`config.mk`:
```
export PLATFORM = sky130hd
export DESIGN_NAME = piece_bag_gen
export DESIGN_NICKNAME = d
export VERILOG_FILES = /design/src/rtl/tetris_pkg.sv /design/src/rtl/lfsr_galois.sv /design/src/rtl/piece_bag_gen.sv
export SDC_FILE = /design/constraint.sdc
export NUM_CORES = 1
export LEC_CHECK = 0
export BUFFER_PORTS_ARGS = -buffer_cell sky130_fd_sc_hd__buf_2
export CAP_MARGIN = 20
export CORE_ASPECT_RATIO = 0.8
export CORE_UTILIZATION = 56
export CTS_CLUSTER_SIZE = 30
export DETAILED_ROUTE_END_ITERATION = 12
export PLACE_DENSITY = 0.79
export SETUP_SLACK_MARGIN = 0.3
export SYNTH_ARGS = -nofsm -noshare
export SYNTH_HDL_FRONTEND = slang
export SYNTH_SLANG_ARGS = --single-unit
```
`constraint.sdc`:
```
create_clock -name clk -period 4.3 [get_ports clk]
set_clock_uncertainty 0.05 [all_clocks]
set_input_delay 0.43 -clock clk [delete_from_list [all_inputs] [get_ports clk]]
set_output_delay 0.43 -clock clk [all_outputs]
set_load 0.005 [all_outputs]
```
`src/rtl/tetris_pkg.sv`:
```
// Shared piece encoding for the Tetris core.
// Used by the next-piece generator, the game FSM and the renderer.
//   piece_t      : 3-bit piece code, 0 = no piece, 1..7 = I,J,L,O,S,T,Z
//   piece_mask() : one-hot bag bit for a piece (bit p-1), all zero for none
package tetris_pkg;

  typedef logic [2:0] piece_t;

  localparam piece_t PIECE_NONE = 3'd0;
  localparam piece_t PIECE_I    = 3'd1;
  localparam piece_t PIECE_J    = 3'd2;
  localparam piece_t PIECE_L    = 3'd3;
  localparam piece_t PIECE_O    = 3'd4;
  localparam piece_t PIECE_S    = 3'd5;
  localparam piece_t PIECE_T    = 3'd6;
  localparam piece_t PIECE_Z    = 3'd7;

  localparam int NUM_PIECES = 7;

  function automatic logic [NUM_PIECES-1:0] piece_mask(input piece_t p);
    logic [NUM_PIECES-1:0] m;
    m = '0;
    if (p != PIECE_NONE) m[p - 3'd1] = 1'b1;
    return m;
  endfunction

endpackage

```
`src/rtl/lfsr_galois.sv`:
```
// Free-running right-shifting Galois LFSR.
// Ports:
//   clk      : clock
//   rst      : asynchronous active-high reset, loads SEED
//   load     : load load_val this edge instead of stepping
//   load_val : value to load (caller guarantees it is nonzero)
//   q        : current LFSR state
module lfsr_galois #(
  parameter int          W    = 16,
  parameter logic [W-1:0] TAPS = 16'hB400,
  parameter logic [W-1:0] SEED = 16'hACE1
) (
  input  logic         clk,
  input  logic         rst,
  input  logic         load,
  input  logic [W-1:0] load_val,
  output logic [W-1:0] q
);

  always_ff @(posedge clk or posedge rst) begin
    if (rst) begin
      q <= SEED;
    end else if (load) begin
      q <= load_val;
    end else begin
      q <= (q >> 1) ^ (q[0] ? TAPS : '0);
    end
  end

endmodule

```
`src/rtl/piece_bag_gen.sv`:
```
// Next-piece generator: LFSR candidates filtered by uniform or 7-bag rules
// into a PREVIEW+1 deep queue. Slot 0 is the head piece.
// Ports:
//   clk, rst  : clock, asynchronous active-high reset
//   seed_load : reseed the LFSR with seed_in (0 selects SEED)
//   seed_in   : new seed
//   take      : pop the head piece (ignored when the queue is empty)
//   valid     : head piece present
//   piece     : head piece, 0 when empty
//   preview   : slots 1..PREVIEW, slot 1 in the LSBs, 0 for empty slots
module piece_bag_gen
  import tetris_pkg::*;
#(
  parameter int               LFSR_W   = 16,
  parameter logic [LFSR_W-1:0] TAPS     = 16'hB400,
  parameter logic [LFSR_W-1:0] SEED     = 16'hACE1,
  parameter int               PREVIEW  = 3,
  parameter bit               BAG_MODE = 1'b1
) (
  input  logic                 clk,
  input  logic                 rst,
  input  logic                 seed_load,
  input  logic [LFSR_W-1:0]    seed_in,
  input  logic                 take,
  output logic                 valid,
  output piece_t               piece,
  output logic [3*PREVIEW-1:0] preview
);

  localparam int DEPTH = PREVIEW + 1;
  localparam int CNT_W = $clog2(DEPTH + 1);
  localparam logic [CNT_W-1:0]      DEPTH_C  = CNT_W'(DEPTH);
  localparam logic [NUM_PIECES-1:0] BAG_FULL = '1;

  logic [LFSR_W-1:0]     lfsr;
  logic [LFSR_W-1:0]     load_val;
  logic                  lfsr_unused;
  piece_t                cand;

  piece_t                slot_q [DEPTH];
  piece_t                slot_d [DEPTH];
  logic [CNT_W-1:0]      count_q, count_d;
  logic [CNT_W-1:0]      fill_idx;
  logic [NUM_PIECES-1:0] used_q, used_d, used_nx;
  logic                  do_take, bag_ok, accept;

  // A zero seed would lock the LFSR, so fall back to SEED.
  assign load_val = (seed_in == '0) ? SEED : seed_in;

  lfsr_galois #(
    .W    (LFSR_W),
    .TAPS (TAPS),
    .SEED (SEED)
  ) u_lfsr (
    .clk      (clk),
    .rst      (rst),
    .load     (seed_load),
    .load_val (load_val),
    .q        (lfsr)
  );

  // Only the low three bits form the candidate.
  assign cand        = piece_t'(lfsr[2:0]);
  assign lfsr_unused = ^lfsr[LFSR_W-1:3];

  always_comb begin
    slot_d   = slot_q;
    used_d   = used_q;
    used_nx  = used_q | piece_mask(cand);
    do_take  = take && (count_q != '0);
    bag_ok   = !BAG_MODE || ((used_q & piece_mask(cand)) == '0);
    accept   = (cand != PIECE_NONE) && ((count_q < DEPTH_C) || do_take) && bag_ok;
    // Write position is the first free slot after any pop this edge.
    fill_idx = do_take ? count_q - 1'b1 : count_q;
    count_d  = accept ? fill_idx + 1'b1 : fill_idx;

    if (do_take) begin
      for (int i = 0; i < DEPTH - 1; i++) slot_d[i] = slot_q[i + 1];
      slot_d[DEPTH - 1] = PIECE_NONE;
    end
    for (int i = 0; i < DEPTH; i++) begin
      if (accept && (fill_idx == CNT_W'(i))) slot_d[i] = cand;
    end

    // The accept that completes the bag also starts the next one.
    if (BAG_MODE && accept) used_d = (used_nx == BAG_FULL) ? '0 : used_nx;
  end

  always_ff @(posedge clk or posedge rst) begin
    if (rst) begin
      for (int i = 0; i < DEPTH; i++) slot_q[i] <= PIECE_NONE;
      count_q <= '0;
      used_q  <= '0;
    end else begin
      slot_q  <= slot_d;
      count_q <= count_d;
      used_q  <= used_d;
    end
  end

  assign valid = (slot_q[0] != PIECE_NONE);
  assign piece = slot_q[0];

  for (genvar g = 0; g < PREVIEW; g++) begin : g_preview
    assign preview[3*g +: 3] = slot_q[g + 1];
  end

endmodule

```
==> summary.txt, run 1 <==
Worst min-delay path class - input pin to asynchronous set/reset pin
Final instance area - 2321 µm²
Initial DRC Count - 111
Clk_lat worst skew - 280 ps
Gr ovfl total - 0
I/O Pins - 33
Routed wire per std cell - 16.27 µm
M1 WL - 1809 µm
Pwr Density - 604.6 nW/µm²
Seq cells post-synth - 38
CTS Buf Count - 5
ANT nets after route - 0
WL final - 4116 µm
Area Overhead vs Synth - 15.43%
CP Buf/Inv Count - 1
Met2 Routed Length - 2027 µm
CP max stage delay - 730 ps
Die area - 3836 µm²
Critical Path RT - 4450 ps
Via density - 5.933
Reg power frac - 40.1%
Post-DP HPWL - 3035 µm
Startpoint class of the critical path - flop
Clk pwr share - 20.8%
Largest net degree at the start of global routing - 39
Cell-internal power - 908.9 µW
Via count - 1501
Pleak - 0.001173 µW
Ys Warns - 0
Post-synthesis cell type count - 42
Fillers - 245
Initial Utilization - 58.74%
Post-synth EDFFs - 0
Synth Net Count - 204
Initial antenna violation count - 0
Met3 wire len - 210 µm
PortBufs - 32
Dpl cell area - 2215 µm²
Drc violations - 0
Antenna cell count - 0
GPL Wtd Cong - 1.049
Switching Share - 35.23%
Core Region - 3423 µm²
Post-CTS sizing - 0
Setup Buffers After CTS - 0
RSZ-0062 raised after global routing - false
Clk buf depth - 2
Max Used Layer - met4
Relative slew margins - 64.23%
CP Data Arrival Time - 3170 ps
R2R setup slack - 1280 ps
Die W - 69.00 µm
Clock Pin Slew Worst Setup and Hold Paths - 70 ps
Slew Viols, Final - 0
Status - completed
CTS Root Cell - clkbuf_8
Max Clk Rate - 331.2 MHz
FP Rows - 19
Asr flop ratio synth - 100.0%
Synth Instances - 175
Clock tree from TritonCTS - built
Sequential element share of the synthesized area - 47.79%
Share of cells above drive strength 1 - 28.91%
Post-Syn Area per Cell - 11.49 µm²
CP max FO - 15
H-tree Lvls - 2
Drt pass-1 iters - 4
Vias in the first global route - 1477
Least-Margin Pin Slew - 530.9 ps
Reg-to-reg startpoint - u_lfsr.q[0]
Crit Path Category - flop to flop
Reg2Reg Capture Point - piece[2]
Max-cap violation count - 0
Die Y-Extent - 55.60 µm
Final setup violation count - 0
Mapped cell area - 2011 µm²
Fin. Hold Viols - 0
CP max-delay cell - dfstp_2
Setup TNS Final - 0 ps
Max VDD drop - 0.0003145 V
CP Capture Type - flop
Minimum clock period after layout - 3020 ps
Top Family by Delay on Critical Path - flip-flops
Most used DFF post-synth - dfrtp_1
Nets - 239
Comb pwr share - 39.1%
First-pass GRT wire length - 6775 µm
# hold bufs at CTS - 0
Num Clock Sinks - 38
Gr usage total - 24.29%
Net Sw Power - 494.4 µW
Crit path cell chain - inv_1, ha_1, mux4_2, a221oi_4, nand3_1, mux2i_1
R2r worst-path depth - 6
Period utilization - 70.23%
==> layout make-up <==
type                    count  area (µm²)  share of cell area, %
clock buffers               7       76.32                  3.288
clock inverters             1       30.03                  1.294
inverters                  11       41.29                  1.779
multi-input cells         120       984.7                  42.43
flip-flops and latches     38       960.9                  41.40
well taps                  42       52.55                  2.264
repair buffers             34       175.2                  7.547
==> power groups by stage <==
stage | registers, µW | clock network, µW | logic (µW)
2_1_floorplan | 539 | 0 | 402
3_3_place_gp | 552 | 0 | 514
3_5_place_dp | 567 | 0 | 545
4_1_cts | 561 | 295 | 551
5_1_grt | 574 | 313 | 620
6_report | 563 | 292 | 549
==> tightest hold or removal path, cell delays in order <==
cell and delay (ps):
buf_2 90, inv_1 40, buf_4 410
==> how the worst max path moves through the flow <==
stage | from | to | slack [ps] | depth (start not counted)
floorplan | u_lfsr.q[0] | used_q[1] | 1230 | 9
finish | u_lfsr.q[0] | piece[2] | 1280 | 6
detailed placement | u_lfsr.q[0] | preview[1] | 1330 | 6
global placement | u_lfsr.q[0] | preview[2] | 1500 | 6
CTS | u_lfsr.q[0] | preview[1] | 1300 | 6
global route | u_lfsr.q[0] | piece[1] | 1140 | 6
==> layout by cell type, fill, tap and decap left out, types with 2 or more instances in the layout <==
| master | n |
|---|---|
| buf_4 | 2 |
| mux2i_1 | 23 |
| nor2_1 | 2 |
| o21ai_0 | 4 |
| inv_1 | 11 |
| o21a_1 | 5 |
| nand4_1 | 2 |
| or2_2 | 2 |
| a21o_1 | 4 |
| dfrtp_1 | 30 |
| ha_1 | 9 |
| xor2_1 | 2 |
| o22a_1 | 8 |
| nor3_1 | 7 |
| nand2_1 | 10 |
| and2_1 | 4 |
| nand3_1 | 3 |
| nor2b_1 | 3 |
| dfstp_2 | 8 |
| mux2_2 | 7 |
| nor4_1 | 4 |
| buf_2 | 32 |
| xnor2_1 | 3 |
| clkbuf_8 | 5 |
| clkbuf_1 | 2 |
==> kinds of logic (layout without fill, tap and decap cells) <==
logic type	count (synthesis)	count (layout)	synth area share (%)
and+or+nand+nor	42	42	11.45
DFF	38	38	47.79
AOI/OAI and AO/OA	33	33	13.26
muxes	31	31	16.49
buffers and inverters	17	53	3.235
adders and majority gates	9	9	5.601
xor gates and xnor gates	5	5	2.178
==> stage by stage <==
stage / hold WS [ps] / power, µW / instances / setup WS, ps / util (%)
detailed placement: 419.0 / 1112 / 245 / 1326 / 64.69
global placement: 404.7 / 1066 / 245 / 1503 / 64.69
CTS: 219.9 / 1407 / 253 / 1304 / 67.80
finish: 194.5 / 1403 / 253 / 1280 / 67.80
floorplan: 399.7 / 941.5 / 175 / 1234 / -
global route: 239.7 / 1507 / 253 / 1139 / 67.80
==> per-layer routing <==
metal  track usage [%]  up-vias
met4             8.163        0
met1             31.33      726
met5                 0        -
met2             40.08       56
li1                  -      706
met3             4.918       13
==> state kept, by name (all words and copies together) (netlist names) <==
name,count
count_q,3
piece,3
preview,9
u_lfsr.q,16
used_q,7
==> cells in the mapped netlist (2+ instances only) <==
cell type  number  area (µm²)
clkbuf_1        4       15.01
ha_1            9       112.6
nand3_1         3       15.01
nor2b_1         3       18.77
a21o_1          4       30.03
o22a_1          8       70.07
and2_1          4       25.02
o21ai_0         4       20.02
nor4_1          4       25.02
o21a_1          5       37.54
xnor2_1         3       26.28
dfstp_2         8       210.2
nor3_1          7       35.03
nand4_1         2       12.51
nand2_1        10       37.54
mux2i_1        23       230.2
nor2_1          2       7.510
dfrtp_1        30       750.7
xor2_1          2       17.52
or2_2           2       12.51
inv_1          11       41.29
mux2_2          7       78.83
Power figures use the tool's default switching activity.
==> inputs of run 2 (changes only) <==
--- a/config.mk
+++ b/config.mk
@@ -5,13 +5,14 @@
 export SDC_FILE = /design/constraint.sdc
 export NUM_CORES = 1
 export LEC_CHECK = 0
+export ABC_AREA = 1
 export BUFFER_PORTS_ARGS = -buffer_cell sky130_fd_sc_hd__buf_2
 export CAP_MARGIN = 20
 export CORE_ASPECT_RATIO = 0.8
-export CORE_UTILIZATION = 56
+export CORE_UTILIZATION = 51
 export CTS_CLUSTER_SIZE = 30
 export DETAILED_ROUTE_END_ITERATION = 12
-export PLACE_DENSITY = 0.79
+export PLACE_DENSITY = 0.76
 export SETUP_SLACK_MARGIN = 0.3
 export SYNTH_ARGS = -nofsm -noshare
 export SYNTH_HDL_FRONTEND = slang
==> constraint.sdc (replaced) <==
create_clock -name clk -period 2.7 [get_ports clk]
set_clock_uncertainty 0.05 [all_clocks]
set_input_delay 0.27 -clock clk [delete_from_list [all_inputs] [get_ports clk]]
set_output_delay 0.27 -clock clk [all_outputs]
set_load 0.005 [all_outputs]
==> run 2 against run 1 <==
  * Total power is 72% higher
  * Die area up 17%
  * Final cell count is 45% higher
  * Flip-flop and latch count unchanged
  * Worst hold slack got worse by 170 ps
  * Clock power grew 32%
  * Core utilization fell by 4.1 points
  * Fmax increased by 34%
  * Largest cell class unchanged
==> summary.txt, run 2 <==
H-tree Lvls - 2 (unchanged)
Clock Pin Slew Worst Setup and Hold Paths - 80 ps (was 70 ps)
Worst min-delay path class - input pin to asynchronous set/reset pin (unchanged)
Max reg flops - 16 (unchanged)
Drc violations - 0 (unchanged)
Minimum clock period after layout - 2247 ps (was 3020 ps)
Die W - 74.78 µm (was 69.00 µm)
Area share of the largest cell type after synthesis - 34.74% (was 37.34%)
Synth Instances - 272 (was 175)
Least-Margin Pin Slew - 477.4 ps (was 530.9 ps)
Dpl cell area - 2349 µm² (was 2215 µm²)
Critical Path RT - 2840 ps (was 4450 ps)
Asr flop ratio synth - 100.0% (unchanged)
Seq cells post-synth - 38 (unchanged)
CTS Buf Count - 5 (unchanged)
WL final - 4601 µm (was 4116 µm)
First-pass GRT wire length - 7783 µm (was 6775 µm)
Slew Viols, Final - 0 (unchanged)
Max VDD drop - 0.0004502 V (was 0.0003145 V)
Post-DP HPWL - 3247 µm (was 3035 µm)
Commonest non-fill, non-tap cell in the layout - nand2_1 (was buf_2)
Synth Area in Simple Gates - 33.93% (was 11.45%)
Most common cell in the netlist - nand2_1 (was dfrtp_1)
RSZ-0062 raised after global routing - false (unchanged)
R2r worst-path depth - 13 (was 6)
PortBufs - 32 (unchanged)
Initial Utilization - 55.00% (was 58.74%)
Period utilization - 83.23% (was 70.23%)
Share of cells above drive strength 1 - 23.96% (was 28.91%)
Multiplexer share of the synthesized area - 0% (was 16.49%)
Synth Net Count - 301 (was 204)
Clock tree from TritonCTS - built (unchanged)
FP Rows - 20 (was 19)
Gr usage total - 23.31% (was 24.29%)
Largest net degree at the start of global routing - 39 (unchanged)
Fin. Hold Viols - 0 (unchanged)
Max Used Layer - met4 (unchanged)
Synth Area in XOR/XNOR - 2.432% (was 2.178%)
CP Capture Type - flop (unchanged)
ANT nets after route - 0 (unchanged)
Crit Path Category - flop to flop (unchanged)
Post-synth EDFFs - 0 (unchanged)
Clk buf depth - 2 (unchanged)
Area Overhead vs Synth - 15.87% (was 15.43%)
I/O Pins - 33 (unchanged)
Die Y-Extent - 60.22 µm (was 55.60 µm)
Most used DFF post-synth - dfrtp_1 (unchanged)
Final Power - 2411 µW (was 1403 µW)
Startpoint class of the critical path - flop (unchanged)
Num Clock Sinks - 38 (unchanged)
Max-cap violation count - 0 (unchanged)
Initial antenna violation count - 0 (unchanged)
Setup TNS Final - 0 ps (unchanged)
Core Region - 3929 µm² (was 3423 µm²)
Antenna cell count - 0 (unchanged)
Largest register by flop count - u_lfsr.q (unchanged)
Drt pass-1 iters - 4 (unchanged)
M1 WL - 2216 µm (was 1809 µm)
Final cell utilization of the core - 63.73% (was 67.80%)
# hold bufs at CTS - 0 (unchanged)
Reg-to-reg startpoint - u_lfsr.q[0] (unchanged)
Met2 Routed Length - 2071 µm (was 2027 µm)
CTS Root Cell - clkbuf_8 (unchanged)
Reg2Reg Capture Point - piece[0] (was piece[2])
Ys Warns - 0 (unchanged)
Main combinational cell family by area after synthesis - simple AND/OR/NAND/NOR gates (was multiplexers)
Nets - 341 (was 239)
Commonest non-fill, non-tap cells in the layout - 82 x nand2_1, 32 x buf_2, 30 x dfrtp_1 (was 32 x buf_2, 30 x dfrtp_1, 23 x mux2i_1)
Pleak - 0.001306 µW (was 0.001173 µW)
Clk_lat worst skew - 290 ps (was 280 ps)
Final setup violation count - 0 (unchanged)
Status - completed (unchanged)
Gr ovfl total - 0 (unchanged)
GPL Wtd Cong - 0.7926 (was 1.049)
Sequential element share of the synthesized area - 44.47% (was 47.79%)
Post-synthesis cell type count - 32 (was 42)
Final instance area - 2504 µm² (was 2321 µm²)
Pwr Density - 963.1 nW/µm² (was 604.6 nW/µm²)
Die area - 4503 µm² (was 3836 µm²)
Vias in the first global route - 1735 (was 1477)
Via count - 1915 (was 1501)
Mapped cell area - 2161 µm² (was 2011 µm²)
R2R setup slack - 450 ps (was 1280 ps)
Via density - 5.204 (was 5.933)
Post-synth top area cell - dfrtp_1 (unchanged)
Post-synth top cells - 83 x nand2_1, 30 x dfrtp_1, 29 x nand3_1 (was 30 x dfrtp_1, 23 x mux2i_1, 11 x inv_1)
Relative slew margins - 68.17% (was 64.23%)
Post-synthesis compound-gate area fraction - 6.717% (was 13.25%)
Met3 wire len - 250 µm (was 210 µm)
CP max FO - 8 (was 15)
Largest cells by area after synthesis - dfrtp_1 35%, nand2_1 14%, dfstp_2 9.7% (was dfrtp_1 37%, mux2i_1 11%, dfstp_2 10%)
CP Data Arrival Time - 2390 ps (was 3170 ps)
Initial DRC Count - 160 (was 111)
Synth Area in Adders - 5.211% (was 5.600%)
Routed wire per std cell - 12.50 µm (was 16.27 µm)
Post-Syn Area per Cell - 7.944 µm² (was 11.49 µm²)
Max Clk Rate - 445.0 MHz (was 331.2 MHz)
-- run 2: metal layers --
layer	vias to the layer above	global-route usage, %
met2	42	36.04
met5	-	0
met4	0	7.547
met1	893	32.44
met3	8	5.228
li1	972	-
-- run 2: timing repair --
action,4_1_cts,5_1_grt
pin swaps,2,2
gates resized for setup,0,6
cloned,0,1
setup endpoints to repair,2,20
setup buffers,5,1
-- run 2: worst max-delay path: stages, from the launching register on --
cell and delay [ps]:
dfstp_2 590, inv_2 100, ha_1 240, inv_1 80
nand2_1 50, nand2_1 120, nor2_2 70, nand3_1 70
nand2_1 130, nor2_4 220, buf_4 170, nand4_1 120
nand2_1 100, nand2_1 50
-- run 2: area by class of cell --
cell class	instances	area [µm²]
clock buffer	6	72.57
clock inverter	2	13.76
fill	352	1425
inverter	26	100.1
multi-input combinational	201	1067
sequential	38	960.9
tap	55	68.82
timing repair buffer	40	220.2
-- run 2: how the worst max path moves through the flow --
stage / to / depth (start not counted) / slack [ps] / from
3_5_place_dp: preview[4] / 11 / 290 / u_lfsr.q[0]
3_3_place_gp: piece[1] / 11 / 380 / u_lfsr.q[0]
6_report: piece[0] / 13 / 450 / u_lfsr.q[0]
5_1_grt: piece[0] / 13 / 280 / u_lfsr.q[0]
2_1_floorplan: used_q[5] / 14 / 540 / u_lfsr.q[0]
4_1_cts: piece[2] / 12 / 360 / u_lfsr.q[0]
-- run 2: per-stage QoR --
stage,hold WS (ps),setup slack (ps),instances
global placement,352.6,376.6,353
floorplan,332.4,543.7,272
global route,110.9,284.8,368
detailed placement,354.0,291.8,353
CTS,45.61,357.8,366
finish,24.99,452.8,368
-- run 2: power by group --
| group | total (µW) | internal, µW | leakage [µW] | switching [µW] |
|---|---|---|---|---|
| registers | 871 | 756 | 0.000461 | 115 |
| clock network | 384 | 182 | 0.0000452 | 202 |
| logic | 1160 | 447 | 0.000800 | 709 |
| total | 2410 | 1380 | 0.00131 | 1030 |
-- run 2: cell families (layout without fill, tap and decap cells) --
family / after synthesis / after routing
AO/OA/AOI/OAI: 25 / 25
XOR/XNOR: 6 / 6
adder cells (fa/ha/maj): 9 / 9
buffers and inverters: 34 / 74
flip-flops: 38 / 38
AND/OR/NAND/NOR: 160 / 161
